### config.mk
export PLATFORM = sky130hd
export DESIGN_NAME = pc_unit
export DESIGN_NICKNAME = d
export VERILOG_FILES = /design/src/rtl/pc_pkg.sv /design/src/rtl/pc_target_sel.sv /design/src/rtl/pc_unit.sv
export SDC_FILE = /design/constraint.sdc
export NUM_CORES = 1
export LEC_CHECK = 0
export BUFFER_PORTS_ARGS = -buffer_cell sky130_fd_sc_hd__buf_2
export CAP_MARGIN = 20
export CORE_ASPECT_RATIO = 2
export CORE_UTILIZATION = 47
export DETAILED_ROUTE_END_ITERATION = 16
export PLACE_DENSITY = 0.82
export SLEW_MARGIN = 5
export SYNTH_ARGS = -nofsm -noshare
export SYNTH_HDL_FRONTEND = slang
export SYNTH_SLANG_ARGS = --single-unit
### constraint.sdc
create_clock -name clk -period 3.4 [get_ports clk]
set_input_delay 0.68 -clock clk [delete_from_list [all_inputs] [get_ports clk]]
set_output_delay 0.68 -clock clk [all_outputs]
set_load 0.01 [all_outputs]
### src/rtl/pc_pkg.sv
// Shared types for the program-counter unit: FSM states, next-PC sources
// and the instruction size used for sequential fetch.
package pc_pkg;

    typedef enum logic {
        PC_BUBBLE,
        PC_RUN
    } pc_state_e;

    typedef enum logic [2:0] {
        SRC_SEQ,
        SRC_BR,
        SRC_JAL,
        SRC_JALR,
        SRC_REDIR
    } pc_src_e;

    localparam int INSN_BYTES = 4;

endpackage

### src/rtl/pc_target_sel.sv
// Next-PC target selection: computes sequential, branch/JAL and JALR
// targets, resolves them by priority and masks to the implemented space.
// With PC_UNIT_MISALIGN_TRAP_EN defined the raw target and a bit1
// misalignment flag are exported; otherwise bit1 of control targets is
// silently cleared here.
module pc_target_sel
    import pc_pkg::*;
#(
    parameter int XLEN      = 32,
    parameter int ADDR_BITS = 16
) (
    input  logic [XLEN-1:0] pc,
    input  logic [XLEN-1:0] imm,
    input  logic [XLEN-1:0] rs1_data,
    input  logic            run,
    input  logic            br_en,
    input  logic            br_cond,
    input  logic            jal,
    input  logic            jalr,
    input  logic            redirect,
    input  logic [XLEN-1:0] redirect_pc,
    output logic [XLEN-1:0] next_pc,
    output logic [XLEN-1:0] pc_plus4,
`ifdef PC_UNIT_MISALIGN_TRAP_EN
    output logic [XLEN-1:0] raw_target,
    output logic            tgt_mis,
`endif
    output pc_src_e         src
);

    localparam logic [XLEN-1:0] ADDR_MASK = {XLEN{1'b1}} >> (XLEN - ADDR_BITS);
    localparam logic [XLEN-1:0] CLR_B0    = ~XLEN'(1);
    localparam logic [XLEN-1:0] CLR_B1    = ~XLEN'(2);
    localparam logic [XLEN-1:0] CLR_B10   = ~XLEN'(3);

    // Drop address bits above the implemented PC width.
    function automatic logic [XLEN-1:0] mask_addr(input logic [XLEN-1:0] a);
        return a & ADDR_MASK;
    endfunction

    logic signed [XLEN-1:0] imm_s;
    logic [XLEN-1:0]        seq_tgt;
    logic [XLEN-1:0]        rel_tgt;
    logic [XLEN-1:0]        jalr_tgt;
    logic [XLEN-1:0]        raw;
    logic                   ctrl_src;

    assign imm_s    = imm;
    assign seq_tgt  = pc + XLEN'(INSN_BYTES);
    assign rel_tgt  = pc + $unsigned(imm_s);
    assign jalr_tgt = (rs1_data + $unsigned(imm_s)) & CLR_B0;
    assign pc_plus4 = mask_addr(seq_tgt);

    // Priority mux: redirect > jalr > jal > taken branch > sequential;
    // control strobes only count while an instruction is live.
    always_comb begin
        src = SRC_SEQ;
        raw = seq_tgt;
        if (redirect) begin
            src = SRC_REDIR;
            raw = redirect_pc & CLR_B10;
        end else if (run) begin
            if (jalr) begin
                src = SRC_JALR;
                raw = jalr_tgt;
            end else if (jal) begin
                src = SRC_JAL;
                raw = rel_tgt;
            end else if (br_en && br_cond) begin
                src = SRC_BR;
                raw = rel_tgt;
            end
        end
    end

    assign ctrl_src = (src == SRC_BR) || (src == SRC_JAL) || (src == SRC_JALR);

`ifdef PC_UNIT_MISALIGN_TRAP_EN
    assign raw_target = raw;
    assign tgt_mis    = ctrl_src && raw[1];
    assign next_pc    = mask_addr(raw);
`else
    assign next_pc    = ctrl_src ? (mask_addr(raw) & CLR_B1) : mask_addr(raw);
`endif

endmodule

### src/rtl/pc_unit.sv
// Program-counter unit: PC register, BUBBLE/RUN FSM, retire counter and
// optional misaligned-target trap (enable with PC_UNIT_MISALIGN_TRAP_EN).
module pc_unit
    import pc_pkg::*;
#(
    parameter int              XLEN      = 32,
    parameter int              ADDR_BITS = 16,
    parameter logic [XLEN-1:0] RESET_VEC = '0,
    parameter int              CNT_W     = 32
) (
    input  logic             clk,
    input  logic             rst,
    input  logic             stall,
    input  logic             br_en,
    input  logic             br_cond,
    input  logic             jal,
    input  logic             jalr,
    input  logic [XLEN-1:0]  imm,
    input  logic [XLEN-1:0]  rs1_data,
    input  logic             redirect,
    input  logic [XLEN-1:0]  redirect_pc,
    output logic [XLEN-1:0]  pc,
    output logic [XLEN-1:0]  pc_plus4,
    output logic             pc_valid,
    output logic             taken,
    output logic             misalign,
    output logic [XLEN-1:0]  bad_addr,
    output logic [CNT_W-1:0] retire_cnt
);

    localparam logic [XLEN-1:0] ADDR_MASK = {XLEN{1'b1}} >> (XLEN - ADDR_BITS);
    localparam logic [XLEN-1:0] RST_PC    = RESET_VEC & ADDR_MASK;

    pc_state_e        state_q, state_d;
    logic [XLEN-1:0]  pc_q, pc_d;
    logic [CNT_W-1:0] cnt_q, cnt_d;
    logic [XLEN-1:0]  next_pc;
    pc_src_e          src;
`ifdef PC_UNIT_MISALIGN_TRAP_EN
    logic [XLEN-1:0]  raw_target;
    logic             tgt_mis;
    logic             mis_q, mis_d;
    logic [XLEN-1:0]  bad_q, bad_d;
`endif

    pc_target_sel #(
        .XLEN      (XLEN),
        .ADDR_BITS (ADDR_BITS)
    ) u_sel (
        .pc          (pc_q),
        .imm         (imm),
        .rs1_data    (rs1_data),
        .run         (state_q == PC_RUN),
        .br_en       (br_en),
        .br_cond     (br_cond),
        .jal         (jal),
        .jalr        (jalr),
        .redirect    (redirect),
        .redirect_pc (redirect_pc),
        .next_pc     (next_pc),
        .pc_plus4    (pc_plus4),
`ifdef PC_UNIT_MISALIGN_TRAP_EN
        .raw_target  (raw_target),
        .tgt_mis     (tgt_mis),
`endif
        .src         (src)
    );

    // Next-state logic: redirect beats stall; a bubble only advances the FSM.
    always_comb begin
        state_d = state_q;
        pc_d    = pc_q;
        cnt_d   = cnt_q;
`ifdef PC_UNIT_MISALIGN_TRAP_EN
        mis_d   = mis_q;
        bad_d   = bad_q;
`endif
        if (redirect) begin
            pc_d    = next_pc;
            state_d = PC_BUBBLE;
`ifdef PC_UNIT_MISALIGN_TRAP_EN
            mis_d   = 1'b0;
            bad_d   = '0;
`endif
        end else if (!stall) begin
            if (state_q == PC_BUBBLE) begin
                state_d = PC_RUN;
            end else begin
`ifdef PC_UNIT_MISALIGN_TRAP_EN
                if (tgt_mis) begin
                    pc_d    = RST_PC;
                    state_d = PC_BUBBLE;
                    mis_d   = 1'b1;
                    bad_d   = raw_target;
                end else begin
                    pc_d  = next_pc;
                    cnt_d = cnt_q + CNT_W'(1);
                end
`else
                pc_d  = next_pc;
                cnt_d = cnt_q + CNT_W'(1);
`endif
            end
        end
    end

    // State, PC and counter registers with synchronous reset.
    always_ff @(posedge clk) begin
        if (rst) begin
            state_q <= PC_BUBBLE;
            pc_q    <= RST_PC;
            cnt_q   <= '0;
`ifdef PC_UNIT_MISALIGN_TRAP_EN
            mis_q   <= 1'b0;
            bad_q   <= '0;
`endif
        end else begin
            state_q <= state_d;
            pc_q    <= pc_d;
            cnt_q   <= cnt_d;
`ifdef PC_UNIT_MISALIGN_TRAP_EN
            mis_q   <= mis_d;
            bad_q   <= bad_d;
`endif
        end
    end

    assign pc         = pc_q;
    assign pc_valid   = (state_q == PC_RUN);
    assign retire_cnt = cnt_q;
    assign taken      = (state_q == PC_RUN) && !stall && (src != SRC_SEQ);
`ifdef PC_UNIT_MISALIGN_TRAP_EN
    assign misalign   = mis_q;
    assign bad_addr   = bad_q;
`else
    assign misalign   = 1'b0;
    assign bad_addr   = '0;
`endif

endmodule

After elaboration in Yosys (flattened, before gate mapping)

Cells that the tools add are included.

Register bits: 65
Latch bits: 0
Bits in writable memories: 0
ROM bits: 0
Bits of input ports: 104
Output and inout bits: 131
Memories: 0

Add/subtract/negate cells: 4
$mul: 0
Div/mod/pow operators: 0
$lt $le $gt $ge: 0
Eq/ne operators: 4
Shifts and indexed selects: 0
Muxes and demuxes: 13
Bitwise gates (word level): 2
Reductions and logical operators: 11

Operators with widths:

| kind                                                   | number |
|---|---|
| two-way mux 32 bit                                     | 3 |
| two-way mux 16 bit                                     | 4 |
| adder 16 bit                                           | 2 |
| adder 32 x 1 -> 32 bit (second input constant)         | 1 |
| adder 16 x 3 -> 16 bit (second input constant)         | 1 |
| two-way mux 3 bit                                      | 4 |
| == test 3 x 2 -> 1 bit (second input constant)         | 2 |
| == test 3 x 1 -> 1 bit (second input constant)         | 1 |
| logical AND 1 bit                                      | 3 |
| AND reduction 3 bit                                    | 1 |
| nonzero test 3 bit                                     | 1 |
| logical OR 1 bit                                       | 2 |
| two-way mux 2 bit                                      | 1 |
| inequality test 2 x 1 -> 1 bit (second input constant) | 1 |
| inverter 1 bit                                         | 2 |
| AND reduction 2 bit                                    | 1 |
| nonzero test 2 bit                                     | 1 |
| OR reduction 2 bit                                     | 1 |
| zero test 1 bit                                        | 1 |
| two-way mux 1 bit                                      | 1 |

Longest topological paths before layout

Depth in word-level cells: 13
Depth in mapped cells: 9
Depth with buffers taken out: 9

Modules after synthesis

A second synthesis with hierarchy kept.

Cell total of the unflattened synthesis: 743
Area, all modules: 5550.3 µm²

By module, submodules not included:

| module        | times used | cells each | area an instance (µm²) |
|---|---|---|---|
| pc_unit       | 1          | 360        | 2941.6 |
| pc_target_sel | 1          | 383        | 2608.8 |

Worst setup path after synthesis

Ideal clock, no wire load.

Kind: input to register
From: in imm[0]
To: reg pc_q[12], in the netlist pc[12]
Library setup time: 0.143 ns
Data arrival time: 2.450 ns
Setup slack: 0.807 ns
Stages on the path: 8
Path buffers: 0
Cells stage by stage: and2_1 -> fa_1 -> a21o_1 -> a221oi_2 -> o21ai_2 -> a2111oi_0 -> o211a_1 -> a311oi_1

Longest elaborated chain between the ends: 8

Ends and longest elaborated chain:

| element                | line                | RTL |
|---|---|---|
| start: declaration     | pc_unit.sv:18       | `input logic [XLEN-1:0] imm,` |
| adder 16 bit           | pc_target_sel.sv:50 | `assign rel_tgt = pc + $unsigned(imm_s);` |
| two-way mux 16 bit     | pc_target_sel.sv:69 | `end else if (br_en && br_cond) begin` |
| two-way mux 16 bit     | pc_target_sel.sv:66 | `end else if (jal) begin` |
| two-way mux 16 bit (*) | pc_target_sel.sv:63 | `if (jalr) begin` |
| two-way mux 16 bit (*) | pc_target_sel.sv:59 | `if (redirect) begin` |
| two-way mux 32 bit     | pc_unit.sv:86       | `if (state_q == PC_BUBBLE) begin` |
| two-way mux 32 bit     | pc_unit.sv:85       | `end else if (!stall) begin` |
| two-way mux 32 bit (*) | pc_unit.sv:78       | `if (redirect) begin` |
| end signal: assignment | pc_unit.sv:119      | `pc_q <= pc_d;` |
| end: declaration       | pc_unit.sv:35       | `logic [XLEN-1:0] pc_q, pc_d;` |

Every way passes the cells marked *; elsewhere a longest branch is shown, timed or not. The select of a mux whose other input is x is not followed.
A chain may end at the register's enable or synchronous reset.

Final worst setup path

From: reg pc_q[2], in the netlist pc[2]
To: out pc_plus4[12]

Longest elaborated chain between the ends: 1

Ends and longest elaborated chain:

| element                | line                | RTL |
|---|---|---|
| adder 16 x 3 -> 16 bit | pc_target_sel.sv:49 | `assign seq_tgt = pc + XLEN'(INSN_BYTES);` |
| end: declaration       | pc_unit.sv:23       | `output logic [XLEN-1:0] pc_plus4,` |

Every way passes these cells.

==> flow_summary.ini <==
[run_status]
status = finished, final reports clean

[critical_path]
required_ps = 2720
critPathLaunchType = flop
r2r-start = pc[0]$_SDFFE_PP0P_
critical_path_class = flop to output pin
cp.buffers_inverters = 1
cp-endpoint = pc_plus4[12]
critPathLaunch = pc[2]$_SDFFE_PP0P_
max_stage_delay_ps = 530
crit_family = simple AND/OR/NAND/NOR gates
path_cells = ha_1 > nand4_1 > nor3_1 > xor2_1 > buf_2
r2r_end = pc[8]$_SDFFE_PP0P_
worstSetupPathDepth = 5
cp.arrival_ps = 2140
r2r_setup_slack_ps = 850
end_kind = output pin
reg2regPathDepth = 10
worstPathMaxFanout = 8
slowest_stage = dfxtp_1

[routing]
vias_per_cell = 5.689
first_pass_iters = 5
drtIter0Drc = 217
drtAntennaViolNets = 0
routed_wl_mm = 14.61
routedWlPerCell_um = 16.87
vias = 4927
drc = 0

[cells_and_area]
fin_area_mm2 = 0.005440
nNetsFinal = 871
finish.utilization_pct = 55.72
antenna_cells = 0
post_route_cells_drive_above_1_share_pct = 21.25
synthToLayoutAreaGrowth_pct = 14.18

[yosys]
synth_edf_count = 0
syn_avg_cell_area_um2 = 7.760
ys_ff_latch = 49
synth_warnings = 0
synth_top_area_share_pct = 20.59
synth.area.top_cells = dfxtp_1 (21%), buf_4 (11%), ha_1 (8.1%), xor2_1 (6.3%), nor2_1 (5.2%)
synth_cell_types = 67
netlist_instances = 614
synth_seq_area_share_pct = 20.59
yosys-top-cells-count = buf_4 (68), nor2_1 (66), dfxtp_1 (49)
syn_area_mm2 = 0.004765
yosysMostFrequentCell = buf_4
synth.largest_area_cell = dfxtp_1
synthArstFlopShare_pct = 0
synth_flop_cell = dfxtp_1

[global_route]
grt_start_max_net_pins = 33
overflow = 0
grt_pass1_vias = 4620
antenna_found_initial = 0
grt_first_pass_wirelength_mm = 22.29
grtUsageTotal_pct = 27.82

[place]
place_worst_setup_slack_ps = 437.0
hpwl_mm = 11.58
io_buffer_count = 119
dpl_cell_area_mm2 = 0.005294
place.gp.congestion = 0.9600

[timing]
period_share_pct = 83.06
hold_ws_ps = 506.8
hold_violations = 0
worst_pin_slew_ps = 805.1
fin_setup_tns_ps = 0
rsz0062_at_grt = false
max_freq_ghz = 0.3541
slew_headroom_pct = 46.33
min_period_ps = 2824
setup_violations = 0
worst_clock_skew_ps = 6.693
fin_ws_ps = 575.9
final-max-slew-violation-count = 0

[clock_network]
cts_tree = yes
cts_inserted_buffers = 5
clk-insertion-delay-late_ps = 300
hold_buffers = 0
clk_pin_slew_ps = 60
root_buffer = clkbuf_16
cts_resized = 0
cts_htree_levels = 2
cts_buffer_depth = 2
clkSinkCount = 49
cts_setup_buffers = 0

[die]
die_h_um = 144.4
start_util_pct = 48.80
dieArea_mm2 = 0.01057
die_x_um = 73.20
core_area_mm2 = 0.009763
rows = 51
num_io_pins = 235

[job]
cap_viol_max_count = 0

[min_path]
hold_path.class = flop to flop

[power_and_ir_drop]
irDropWorstVdd_mv = 0.2318
power_leakage_nw = 2.547
pwr_density_cell_mw_per_mm2 = 307.0
==> layout by cell type, fill, tap and decap left out, types with 8 or more instances in the layout <==
master	Yosys	layout
inv_1	20	20
nor2_1	66	66
buf_2	2	119
buf_4	68	13
conb_1	1	65
xnor2_1	19	19
and4_1	8	8
nand3_1	24	24
or3_1	9	9
a21o_1	8	8
o21ai_0	21	21
nand4_1	11	11
a211oi_1	8	8
xor2_1	34	34
o31ai_1	8	8
and3_1	8	8
dfxtp_1	49	49
nand2_1	40	40
a21oi_1	43	43
ha_1	31	31
nor3_1	16	16
==> state kept, by name (all words and copies together), names as in the netlist <==
signal      flops
retire_cnt     32
pc             16
pc_valid        1
==> through the flow <==
step           std cells  power (W)
4_1_cts              866   0.001656
5_1_grt              866   0.001747
3_3_place_gp         859   0.001150
6_report             866   0.001670
2_1_floorplan        678   0.001035
3_5_place_dp         859   0.001157
==> where the power goes <==
part / leakage [nW] / switching, W / internal (W)
combinational: 2.08 / 0.000331 / 0.000209
clock: 0.0690 / 0.000223 / 0.000289
sequential: 0.398 / 0.0000305 / 0.000588
==> layer usage <==
metal	share of wire (%)	vias up	track usage, %
met3	6.6	71	4.181
li1	-	2340	-
met1	35	2261	28.52
met4	7.1	0	21.98
met2	51	255	48.88
met5	0	-	0
==> tightest hold or removal path, cell delays in order, from the launching register on <==
cell and delay, ps:
dfxtp_1 320, o21ai_0 80, a21oi_1 60
==> cell type report <==
class,instances,area [um^2]
inverters,21,78.83
repair buffers,132,693.2
clock inverters,1,7.507
flip-flops and latches,49,980.9
clock buffers,6,138.9
multi-input cells,525,3376
fillers,974,4323
well taps,132,165.2
==> how the worst min path moves through the flow <==
stage | startpoint | end | slack, ps | cells past startpoint
floorplan | retire_cnt[1]$_SDFFE_PP0P_ | retire_cnt[1]$_SDFFE_PP0P_ | 500 | 2
global placement | retire_cnt[17]$_SDFFE_PP0P_ | retire_cnt[17]$_SDFFE_PP0P_ | 480 | 2
detailed placement | retire_cnt[17]$_SDFFE_PP0P_ | retire_cnt[17]$_SDFFE_PP0P_ | 500 | 2
CTS | retire_cnt[17]$_SDFFE_PP0P_ | retire_cnt[17]$_SDFFE_PP0P_ | 510 | 2
global route | retire_cnt[17]$_SDFFE_PP0P_ | retire_cnt[17]$_SDFFE_PP0P_ | 520 | 2
finish | retire_cnt[17]$_SDFFE_PP0P_ | retire_cnt[17]$_SDFFE_PP0P_ | 510 | 2
==> kinds of logic after synthesis <==
kind of cell | share of synthesized area, %
DFF | 20.59
AOI/OAI and AO/OA | 22.06
and+or+nand+nor | 23.11
adders and majority gates | 8.981
muxes | 1.838
buffers and inverters | 13.60
other | 0.07871
xor gates and xnor gates | 9.743
(Power assumes the default switching activity.)
